**src/rtl/keypad_scanner.sv**
```systemverilog
// 4x4 active-low matrix keypad scanner with whole-matrix debounce.
// Emits one KEY_Value/Value_en event per accepted single-key press.
module keypad_scanner #(
  parameter int SCAN_DIV       = 27000,
  parameter int DEBOUNCE_SCANS = 5
) (
  input  logic       clk,
  input  logic       rst,
  input  logic [3:0] row_in,
  output logic [3:0] col_out,
  output logic [3:0] KEY_Value,
  output logic       Value_en,
  output logic       key_down
);

  localparam int             DIV_W    = $clog2(SCAN_DIV);
  localparam logic [DIV_W-1:0] DIV_LAST = DIV_W'(SCAN_DIV - 1);
  localparam logic [3:0]     DEB_MAX  = 4'(DEBOUNCE_SCANS);

  typedef enum logic {IDLE, HELD} state_t;

  state_t           state;
  logic [3:0]       row_meta, row_sync;
  logic [DIV_W-1:0] div;
  logic [1:0]       col_idx;
  logic [15:0]      snap, prev_snap, deb;
  logic [15:0]      cur_snap, deb_next;
  logic [3:0]       stable_cnt, cnt_next;
  logic             sample_now, scan_end, deb_load, one_hot;
  logic [3:0]       hit_idx;

  function automatic logic [3:0] key_code(input logic [3:0] idx);
    case (idx)
      4'd0:  key_code = 4'd1;
      4'd1:  key_code = 4'd2;
      4'd2:  key_code = 4'd3;
      4'd3:  key_code = 4'd10;
      4'd4:  key_code = 4'd4;
      4'd5:  key_code = 4'd5;
      4'd6:  key_code = 4'd6;
      4'd7:  key_code = 4'd11;
      4'd8:  key_code = 4'd7;
      4'd9:  key_code = 4'd8;
      4'd10: key_code = 4'd9;
      4'd11: key_code = 4'd12;
      4'd12: key_code = 4'd14;
      4'd13: key_code = 4'd0;
      4'd14: key_code = 4'd15;
      default: key_code = 4'd13;
    endcase
  endfunction

  // Rows idle high, so the synchronizer resets to the "no key" level.
  // NOTE: sequential state uses non-blocking assignments so every flop samples pre-edge values.
  always_ff @(posedge clk or posedge rst) begin
    if (rst) begin
      row_meta <= 4'hF;
      row_sync <= 4'hF;
    end else begin
      row_meta <= row_in;
      row_sync <= row_meta;
    end
  end

  always_ff @(posedge clk or posedge rst) begin
    if (rst) begin
      div     <= '0;
      col_idx <= 2'd0;
    end else if (div == DIV_LAST) begin
      div     <= '0;
      col_idx <= col_idx + 2'd1;
    end else begin
      div <= div + 1'b1;
    end
  end

  assign col_out    = ~(4'b0001 << col_idx);
  assign sample_now = (div == DIV_LAST);
  assign scan_end   = sample_now && (col_idx == 2'd3);

  // Snapshot as it will look after this cycle, so the scan end sees column 3 too.
  // NOTE: every always_comb output gets a default first so no latch is inferred.
  always_comb begin
    cur_snap = snap;
    if (sample_now)
      for (int r = 0; r < 4; r++)
        cur_snap[{2'(r), col_idx}] = ~row_sync[r];

    if (cur_snap != prev_snap) cnt_next = 4'd0;
    else if (stable_cnt == DEB_MAX) cnt_next = DEB_MAX;
    else cnt_next = stable_cnt + 4'd1;

    deb_load = scan_end && (cnt_next == DEB_MAX);
    deb_next = deb_load ? cur_snap : deb;
    one_hot  = (deb_next != 16'd0) && ((deb_next & (deb_next - 16'd1)) == 16'd0);

    hit_idx = 4'd0;
    for (int i = 0; i < 16; i++)
      if (deb_next[i]) hit_idx = 4'(i);
  end

  // NOTE: snapshot registers are cleared on reset so a partial scan can never debounce into an event.
  always_ff @(posedge clk or posedge rst) begin
    if (rst) begin
      snap       <= '0;
      prev_snap  <= '0;
      stable_cnt <= 4'd0;
      deb        <= '0;
    end else begin
      snap <= cur_snap;
      if (scan_end) begin
        prev_snap  <= cur_snap;
        stable_cnt <= cnt_next;
      end
      deb <= deb_next;
    end
  end

  // Events only on the IDLE->HELD transition; changes while held are ignored.
  always_ff @(posedge clk or posedge rst) begin
    if (rst) begin
      state     <= IDLE;
      KEY_Value <= 4'd0;
      Value_en  <= 1'b0;
    end else begin
      Value_en <= 1'b0;
      case (state)
        IDLE: if (deb_next != 16'd0) begin
          state <= HELD;
          if (one_hot) begin
            KEY_Value <= key_code(hit_idx);
            Value_en  <= 1'b1;
          end
        end
        HELD: if (deb_next == 16'd0) state <= IDLE;
        default: state <= IDLE;
      endcase
    end
  end

  assign key_down = (state == HELD);

endmodule

```
**config.mk**
```make
export PLATFORM = sky130hd
export DESIGN_NAME = keypad_scanner
export DESIGN_NICKNAME = d
export VERILOG_FILES = /design/src/rtl/keypad_scanner.sv
export SDC_FILE = /design/constraint.sdc
export NUM_CORES = 1
export LEC_CHECK = 0
export ABC_AREA = 1
export BUFFER_PORTS_ARGS = -buffer_cell sky130_fd_sc_hd__buf_2
export CAP_MARGIN = 0
export CORE_UTILIZATION = 40
export CTS_CLUSTER_DIAMETER = 200
export DETAILED_ROUTE_END_ITERATION = 8
export PLACE_DENSITY = 0.61
export SYNTH_ARGS = -nofsm -noshare
export SYNTH_HDL_FRONTEND = slang
export SYNTH_SLANG_ARGS = --single-unit
```
**constraint.sdc**
```tcl
create_clock -name clk -period 3.25 [get_ports clk]
set_input_delay 0.325 -clock clk [delete_from_list [all_inputs] [get_ports clk]]
set_output_delay 0.325 -clock clk [all_outputs]
set_load 0.02 [all_outputs]
```
==> flow_summary.toml, run 1 <==
[sta]
worst_hold_slack_ns = 0.0680
worst_clock_skew_ns = 0.00577
setup_viol = 6
finalCriticalPeriod_ns = 3.77
fmax_ghz = 0.265
hold_viol = 0
slew_violations = 0
max_slew_margin = 0.515
worstMarginPinSlew_ns = 0.726
rsz0062_at_grt = "yes"
post-route-period-util = 1.16
setup_slack_ns = -0.518

[place]
gp_congestion = 0.882
io_buffers = 15
dp_cells = 1011
hpwl_mm = 10.3

[logic_synthesis]
syn_avg_cell_area_um2 = 7.46
synth_top_area_frac = 0.359
syn_area_um2 = 5220
ys_ff_latch = 83
synth_top_area_cell = "dfrtp_1"
yosys_warnings = 0
synthCells = 700
synth_seq_area_share = 0.400
syn-num-nets = 718
synth_top_cells_by_area = "dfrtp_1, nand2_1, inv_1"
ys_types = 40

[run_status]
violations = "negative setup slack"
status = "finished, violations left"

[floorplan]
fp.dieW_um = 116
die_area_um2 = 13500
design.core.area_um2 = 12700
io_pins = 16
die_h_um = 116
num_rows = 41
initial_core_util = 0.412

[final_layout]
fin_cells = 1066
post-route-util = 0.597
num-fill-cells = 1108
final-seq-area_um2 = 2090
nets = 907
area_growth_pct = 44.8
layout-drive-gt1-share = 0.384
antenna_cells = 0
multiInputGateArea_um2 = 2930

[critical_path]
crit_fanout = 6
cp-startpoint = "div[1]$_DFF_PP0_"
timing.reg2reg.setup_slack_ns = -0.52
arrival_ns = 4.02
cp-start-kind = "flip-flop"
timing.rr.end = "KEY_Value[1]$_DFFE_PP0P_"
reg2reg_from = "div[1]$_DFF_PP0_"
critPathCaptureType = "flip-flop"
crit_end = "KEY_Value[1]$_DFFE_PP0P_"
r2r_cells = 26
critical_path_class = "reg -> reg"
crit_required_ns = 3.50

[global_routing]
antenna_found_initial = 0
grt_max_degree = 46
grt_first_pass_wirelength_mm = 23.9
grt-ovfl-total = 0
track_usage = 0.233
grt_pass1_vias = 5001

[power]
p_leak_nw = 4.07
vdd_drop_max_uv = 280
p_total_mw = 2.21
power.density_nw_per_um2 = 292

[clock_tree]
htree_levels = 3
tritoncts = "yes"
root_buffer = "clkbuf_16"
path_clk_slew_ns = 0.06
cts.hold.buffers_added = 0
cts_sinks = 83
clock_latency_ns = 0.35
ctsLongestPathBuffers = 2
cts_made_buffers = 9

[routing]
drc = 0
via_per_inst = 4.91
final_antenna_net_count = 0
routed.top_layer = "met4"
met1_length_mm = 6.74
vias = 5237
drt-initial-drc-count = 322
route.met3.wl_um = 783
wl_met2_mm = 7.09
avgRoutedWirePerCell_um = 14.1
routed_wl_mm = 15.0
dr.pass1.iters = 7

[min_path]
hold_path_class = "in -> async"

[run]
drv_cap = 0
-- per-layer routing --
layer | global-route usage | vias up
li1 | - | 2600
met1 | 0.302 | 2453
met2 | 0.380 | 146
met3 | 0.0524 | 38
met4 | 0.0855 | 0
met5 | 0 | -
-- registers in the layout, summed over array words and instances, names as in the netlist --
signal,flops
deb,16
prev_snap,16
snap,16
div,15
KEY_Value,4
row_meta,4
row_sync,4
stable_cnt,4
col_idx,2
Value_en,1
key_down,1
-- repair_timing --
item / in CTS / in global routing
cloned: 5 / 1
pin swaps: 37 / 40
gates resized for setup: 51 / 40
endpoints found under the setup margin: 6 / 6
buffers inserted: 20 / 13
-- report_power, final --
group          switching [mW]  internal [mW]
logic                  0.0242        0.00684
registers             0.00537           1.04
clock network           0.433          0.695
total                   0.463           1.74
-- worst min-delay path by stage --
stage	from	endpoint	slack, ns	depth (start not counted)
floorplan	row_in[0]	row_meta[0]$_DFF_PP1_	0.33	0
global placement	row_meta[3]$_DFF_PP1_	row_sync[3]$_DFF_PP1_	0.35	0
detailed placement	row_meta[0]$_DFF_PP1_	row_sync[0]$_DFF_PP1_	0.35	0
CTS	row_in[1]	row_meta[1]$_DFF_PP1_	0.06	1
global route	row_in[2]	row_meta[2]$_DFF_PP1_	0.06	1
finish	rst	col_idx[0]$_DFFE_PP0N_	0.07	2
-- worst max-delay path: stages, from the launching register on --
cell and delay, ns:
dfrtp_1 0.39, ha_4 0.19, nand2_4 0.07, inv_4 0.09, nand2_8 0.07, nor2_8 0.24, nand3_2 0.13, nand3_2 0.09
nand2_1 0.07, nor2_1 0.14, nand2_1 0.11, nor2_4 0.20, nand4_4 0.22, buf_6 0.22, o21ai_1 0.11, buf_4 0.16
nor2_4 0.05, buf_4 0.14, nand2_4 0.08, buf_4 0.11, inv_1 0.07, o21ai_4 0.23, nor2_4 0.08, a211oi_2 0.23
nor2_1 0.07, nand2_1 0.06, nand2_1 0.04
-- area by class of cell --
type                            instances  area share
Multi-Input combinational cell        483       0.388
Inverter                              127      0.0652
Clock inverter                          6      0.0116
Timing Repair Buffer                  185       0.199
Sequential cell                        83       0.276
Tap cell                              172      0.0284
Clock buffer                           10      0.0316
-- cell usage after synthesis, drive strengths merged --
master    n
a21oi    15
xnor2     3
nor4      2
a31oi     1
a221oi    1
nand2   218
xor2      2
o31ai     2
nor3      5
clkinv    1
nand3    68
or2       1
o22ai    13
dfstp     8
ha       12
nand3b    7
nor2     63
o21a      3
inv     126
o21ai    54
nand4     6
a211oi    2
buf      10
clkbuf    2
dfrtp    75
-- placed cells by master (no fill, tap or decap), drive strengths merged, types with 2 or more instances in the layout --
master,n
nor4,2
o21a,3
nor3,5
xor2,2
a211oi,2
o22ai,13
bufinv,2
clkbuf,10
xnor2,3
ha,12
dfrtp,75
nand4,7
nand3b,7
a21oi,15
dfstp,8
o21ai,54
inv,126
clkinv,5
o31ai,2
buf,185
nand2,220
nor2,65
nand3,68
-- cells by family after synthesis --
family / after synthesis / share of synthesized area
and+or+nand+nor: 370 / 0.349
adders and majority gates: 12 / 0.0287
buffers and inverters: 139 / 0.114
DFF: 83 / 0.400
xor gates and xnor gates: 5 / 0.00839
AOI/OAI and AO/OA: 91 / 0.101
-- per-stage QoR --
step	TNS [ns]	setup WS, ns	area (µm²)
6_report	-2.34	-0.518	7560
5_1_grt	-3.94	-0.777	7560
4_1_cts	-1.89	-0.396	7290
3_5_place_dp	-2.81	-0.568	6510
3_3_place_gp	-2.31	-0.471	6510
2_1_floorplan	-0.199	-0.0852	5260
Power figures use the tool's default switching activity.
==> run 2, diff against run 1 <==
--- a/config.mk
+++ b/config.mk
@@ -12,6 +12,7 @@
 export CTS_CLUSTER_DIAMETER = 200
 export DETAILED_ROUTE_END_ITERATION = 8
 export PLACE_DENSITY = 0.61
+export REMOVE_ABC_BUFFERS = 1
 export SYNTH_ARGS = -nofsm -noshare
 export SYNTH_HDL_FRONTEND = slang
 export SYNTH_SLANG_ARGS = --single-unit
==> run 2 against run 1 <==
The run still ends with negative setup slack left. Utilization did not move. Critical path depth rose by 1. Largest cell class unchanged. Wire length is 0.39% lower. Design area did not move. Global-route usage increased by 0.57 points. Cell count increased by 0.84%. Flip-flop and latch count did not move.
==> flow_summary.toml, run 2 (synthesized netlist as in run 1, its figures left out) <==
[critical_path]
timing.rr.end = "KEY_Value[1]$_DFFE_PP0P_"
r2r_cells = 27
timing.reg2reg.setup_slack_ns = -0.51
reg2reg_from = "div[0]$_DFF_PP0_"
cp-startpoint = "div[0]$_DFF_PP0_"
critical_path_class = "reg -> reg"
crit_required_ns = 3.55
arrival_ns = 4.06
critPathCaptureType = "flip-flop"
cp-start-kind = "flip-flop"
crit_end = "KEY_Value[1]$_DFFE_PP0P_"
crit_fanout = 6

[run_status]
status = "finished, violations left"
violations = "negative setup slack"

[final_layout]
nets = 916
final-seq-area_um2 = 2090
antenna_cells = 0
num-fill-cells = 1088
layout-drive-gt1-share = 0.392
largestRegisters = "deb: 16 flops, prev_snap: 16 flops, snap: 16 flops"
area_growth_pct = 44.8
multiInputGateArea_um2 = 2840
most-common-layout-cells = "nand2_1, buf_4, inv_1, dfrtp_1, nand3_1"
final_common_cell = "nand2_1"

[clock_tree]
root_buffer = "clkbuf_16"
cts.hold.buffers_added = 0
clock_latency_ns = 0.35
ctsLongestPathBuffers = 2
htree_levels = 3
tritoncts = "yes"
cts_made_buffers = 9
cts_sinks = 83
path_clk_slew_ns = 0.07

[routing]
avgRoutedWirePerCell_um = 13.9
drc = 0
vias = 5272
routed_wl_mm = 15.0
final_antenna_net_count = 0
via_per_inst = 4.90
dr.pass1.iters = 4
drt-initial-drc-count = 270

[floorplan]
num_rows = 41
die_h_um = 116
design.core.area_um2 = 12700
fp.dieW_um = 116
initial_core_util = 0.412
io_pins = 16
die_area_um2 = 13500

[sta]
slew_violations = 0
rsz0062_at_grt = "yes"
worst_hold_slack_ns = 0.0714
fmax_ghz = 0.266
worst_clock_skew_ns = 0.00985
setup_slack_ns = -0.513
post-route-period-util = 1.16
worstMarginPinSlew_ns = 0.788
finalCriticalPeriod_ns = 3.76
setup_viol = 6
max_slew_margin = 0.474
hold_viol = 0

[global_routing]
grt_first_pass_wirelength_mm = 24.9
antenna_found_initial = 0
grt-ovfl-total = 0
track_usage = 0.238
grt_max_degree = 45
grt_pass1_vias = 5412

[place]
hpwl_mm = 10.3
post-place-ws_ns = -0.600
gp_congestion = 0.867
io_buffers = 15

[power]
vdd_drop_max_uv = 229
p_leak_nw = 4.10
power.density_nw_per_um2 = 286

[run]
drv_cap = 0

[min_path]
hold_path_class = "in -> reg"
[run 2: cell count changes in the layout (fill, tap and decap cells not counted), sizes merged]
cell	before	now
nor2	65	63
bufbuf	0	1
bufinv	2	1
buf	185	195
inv	126	127
clkinvlp	0	1
clkinv	5	4
[run 2: layer usage]
layer	global-route usage	routed length, µm
met1	0.290	6490
met2	0.415	7400
met3	0.0384	645
met4	0.105	428
met5	0	0
[run 2: timing repair]
item,4_1_cts,5_1_grt
resized for setup,80,24
gates cloned,3,1
buffers inserted,39,7
setup endpoints to repair,6,6
pin swaps,41,26
[run 2: power breakdown]
| group | internal [mW] | total [mW] | switching, mW |
|---|---|---|---|
| Sequential | 1.04 | 1.05 | 0.00561 |
| Combinational | 0.00537 | 0.0299 | 0.0245 |
| Clock | 0.625 | 1.09 | 0.461 |
| Total | 1.67 | 2.16 | 0.491 |
[run 2: through the flow]
step	power (mW)	area [µm²]	TNS, ns	std cells	util
after floorplan	1.08	5110	-1.99	688	-
after global placement	1.10	6470	-2.62	1009	0.511
after detailed placement	1.10	6470	-2.90	1009	0.511
after CTS	2.18	7410	-1.85	1067	0.585
after global routing	2.23	7560	-4.06	1075	0.597
final	2.16	7560	-2.45	1075	0.597
[run 2: how the worst min path moves through the flow]
stage                          startpoint                    end  slack [ns]  depth (start not counted)
floorplan                       row_in[0]  row_meta[0]$_DFF_PP1_        0.33                          0
global placement    row_meta[0]$_DFF_PP1_  row_sync[0]$_DFF_PP1_        0.35                          0
detailed placement  row_meta[0]$_DFF_PP1_  row_sync[0]$_DFF_PP1_        0.35                          0
CTS                             row_in[1]  row_meta[1]$_DFF_PP1_        0.06                          1
global route                    row_in[1]  row_meta[1]$_DFF_PP1_        0.06                          1
finish                          row_in[1]  row_meta[1]$_DFF_PP1_        0.07                          1
[run 2: critical path: stages, from the launching register on]
cell	delay, ns
dfrtp_1	0.37
ha_2	0.21
buf_4	0.12
nand3_4	0.08
nor2_8	0.19
buf_12	0.14
nand2_4	0.08
nand2_1	0.09
nand3_1	0.09
nand2_1	0.11
nand4_1	0.15
nor2_4	0.20
nand4_4	0.22
buf_6	0.19
nand2_4	0.05
nand2_4	0.05
buf_6	0.13
nor2_8	0.11
nand2_4	0.10
nor2_8	0.19
nor2_4	0.05
nor3_2	0.17
nand2_1	0.09
nor2_2	0.14
nand2_2	0.12
nor2_2	0.13
nand2_1	0.07
nand2_1	0.06
[run 2: area by class of cell]
cell class | instances | area share
Clock buffer | 10 | 0.0316
Multi-Input combinational cell | 481 | 0.376
Sequential cell | 83 | 0.276
Inverter | 127 | 0.0638
Tap cell | 172 | 0.0284
Timing Repair Buffer | 196 | 0.215
Clock inverter | 6 | 0.00959
==> run 3, diff against run 2 <==
--- a/config.mk
+++ b/config.mk
@@ -8,8 +8,10 @@
 export ABC_AREA = 1
 export BUFFER_PORTS_ARGS = -buffer_cell sky130_fd_sc_hd__buf_2
 export CAP_MARGIN = 0
+export CORE_MARGIN = 2
 export CORE_UTILIZATION = 40
 export CTS_CLUSTER_DIAMETER = 200
+export CTS_CLUSTER_SIZE = 16
 export DETAILED_ROUTE_END_ITERATION = 8
 export PLACE_DENSITY = 0.61
 export REMOVE_ABC_BUFFERS = 1
==> run 3 against run 2 <==
The run still ends with negative setup slack left. Global-route usage down 1.8 points. Largest power group is now registers. Critical endpoint unchanged. Clock skew down 0.0032 ns. Combinational power up 3%.
==> flow_summary.toml, run 3 (synthesized netlist as in run 1, its figures left out) <==
[critical_path]
critical_path_class = "reg -> reg"
cp-startpoint = "div[0]$_DFF_PP0_"
max_stage_delay_ns = 0.39
path_common_cell = "nand2_1"
crit_required_ns = 3.54
reg2reg_from = "div[0]$_DFF_PP0_"
critPathCaptureType = "flip-flop"
crit_fanout = 6
cp-start-kind = "flip-flop"
arrival_ns = 3.93
cpMaxStageDelayCell = "dfrtp_1"

[power]
pwr-share-seq = 0.501
p_leak_nw = 3.94
swShare = 0.214
clock_power_share = 0.484
p_int_mw = 1.64
power.density_nw_per_um2 = 287
p_switching_mw = 0.448
pwr-share-comb = 0.015
vdd_drop_max_uv = 174

[floorplan]
die_area_um2 = 14000
initial_core_util = 0.412
die_h_um = 118
fp.dieW_um = 118
num_rows = 41
design.core.area_um2 = 12700
io_pins = 16

[sta]
max_slew_margin = 0.659
post-route-period-util = 1.12
worstMarginPinSlew_ns = 0.508
slew_violations = 0
rsz0062_at_grt = "yes"
fmax_ghz = 0.274
setup_slack_ns = -0.397
setup_viol = 5
finalCriticalPeriod_ns = 3.65
worst_clock_skew_ns = 0.00664
worst_hold_slack_ns = 0.0731
setup-tns-final_ns = -1.83
hold_viol = 0

[clock_tree]
cts_made_buffers = 9
cts_sinks = 83
htree_levels = 3
ctsLongestPathBuffers = 2
path_clk_slew_ns = 0.06
clock_latency_ns = 0.35
root_buffer = "clkbuf_16"
tritoncts = "yes"

[global_routing]
grt_max_degree = 35
grt_pass1_vias = 5262
track_usage = 0.220
antenna_found_initial = 0
grt-ovfl-total = 0
grt_first_pass_wirelength_mm = 24.8

[run_status]
violations = "negative setup slack"
status = "finished, violations left"

[place]
hpwl_mm = 10.5
io_buffers = 15
post-place-ws_ns = -0.635
gp_congestion = 0.922

[final_layout]
layout-drive-gt1-share = 0.362
most-common-layout-cells = "nand2_1, buf_4, inv_1, dfrtp_1, nand3_1"
largestRegisters = "deb: 16 flops, prev_snap: 16 flops, snap: 16 flops"
post-route-util = 0.574
antenna_cells = 0
final_common_cell = "nand2_1"
nets = 889
area_growth_pct = 39.3

[routing]
drc = 0
drt-initial-drc-count = 361
vias = 5135
routed_wl_mm = 14.6
dr.pass1.iters = 5
final_antenna_net_count = 0
avgRoutedWirePerCell_um = 14.0
via_per_inst = 4.90

[run]
drv_cap = 0

[min_path]
hold_path_class = "in -> reg"
hp-start = "row_in[1]"
## run 3: cell count changes in the layout (fill, tap and decap cells not counted), sizes merged
| cell | delta |
|---|---|
| buf | -26 |
| clkbuf | +3 |
| inv | -2 |
| bufbuf | -1 |
| clkinvlp | -1 |
| dlygate4sd3 | +1 |
| nand2 | -1 |
## run 3: power groups by stage
stage | clock network (mW) | registers (mW) | logic (mW)
global placement | 0 | 1.07 | 0.0306
detailed placement | 0 | 1.07 | 0.0317
CTS | 1.03 | 1.05 | 0.0330
global route | 1.07 | 1.05 | 0.0368
finish | 1.01 | 1.05 | 0.0308
floorplan | 0 | 1.06 | 0.0177
## run 3: layer usage
layer	GRT usage	up-vias	wire length [µm]
met3	0.0401	40	676
met4	0.115	0	498
met2	0.365	119	7090
met1	0.273	2426	6370
met5	0	-	0
li1	-	2550	-
## run 3: area by class of cell
| type | count | area [µm²] |
|---|---|---|
| Tap cell | 172 | 215 |
| Timing Repair Buffer | 170 | 1330 |
| Inverter | 127 | 483 |
| Sequential cell | 83 | 2090 |
| Fill cell | 1152 | 5400 |
| Clock inverter | 3 | 40.0 |
| Clock buffer | 13 | 240 |
| Multi-Input combinational cell | 480 | 2880 |
## run 3: path summary, 6_finish.rpt
| check | cells past startpoint | end | slack (ns) |
|---|---|---|---|
| max | 37 | KEY_Value[1]$_DFFE_PP0P_ | -0.40 |
| min | 1 | row_meta[1]$_DFF_PP1_ | 0.07 |
| max reg2reg | 37 | KEY_Value[1]$_DFFE_PP0P_ | -0.40 |
| min reg2reg | 0 | row_sync[2]$_DFF_PP1_ | 0.35 |
| max in group asynchronous | 4 | row_meta[0]$_DFF_PP1_ | 1.94 |
| min in group asynchronous | 3 | div[5]$_DFF_PP0_ | 0.50 |
## run 3: worst max-delay path: cells and delay by family, from the launching register on
family          cells  cell delay [ns]
compound gates      1             0.04
fa+ha+maj           2             0.33
buf+inv             6             0.64
flops               1             0.39
simple gates       28             2.17
## run 3: what timing repair did
action	in CTS	in global routing
endpoints found under the setup margin	6	6
buffers inserted	20	5
gates resized for setup	81	28
hold buffers	1	0
hold endpoints to repair	16	0
pin swaps	47	32
cloned	2	0
## run 3: per-stage QoR
step / power (mW) / instances / cell area, µm²
after floorplan: 1.08 / 688 / 5110
after global placement: 1.10 / 1004 / 6390
after detailed placement: 1.10 / 1004 / 6390
after CTS: 2.11 / 1043 / 7130
after global routing: 2.15 / 1048 / 7280
final: 2.09 / 1048 / 7280
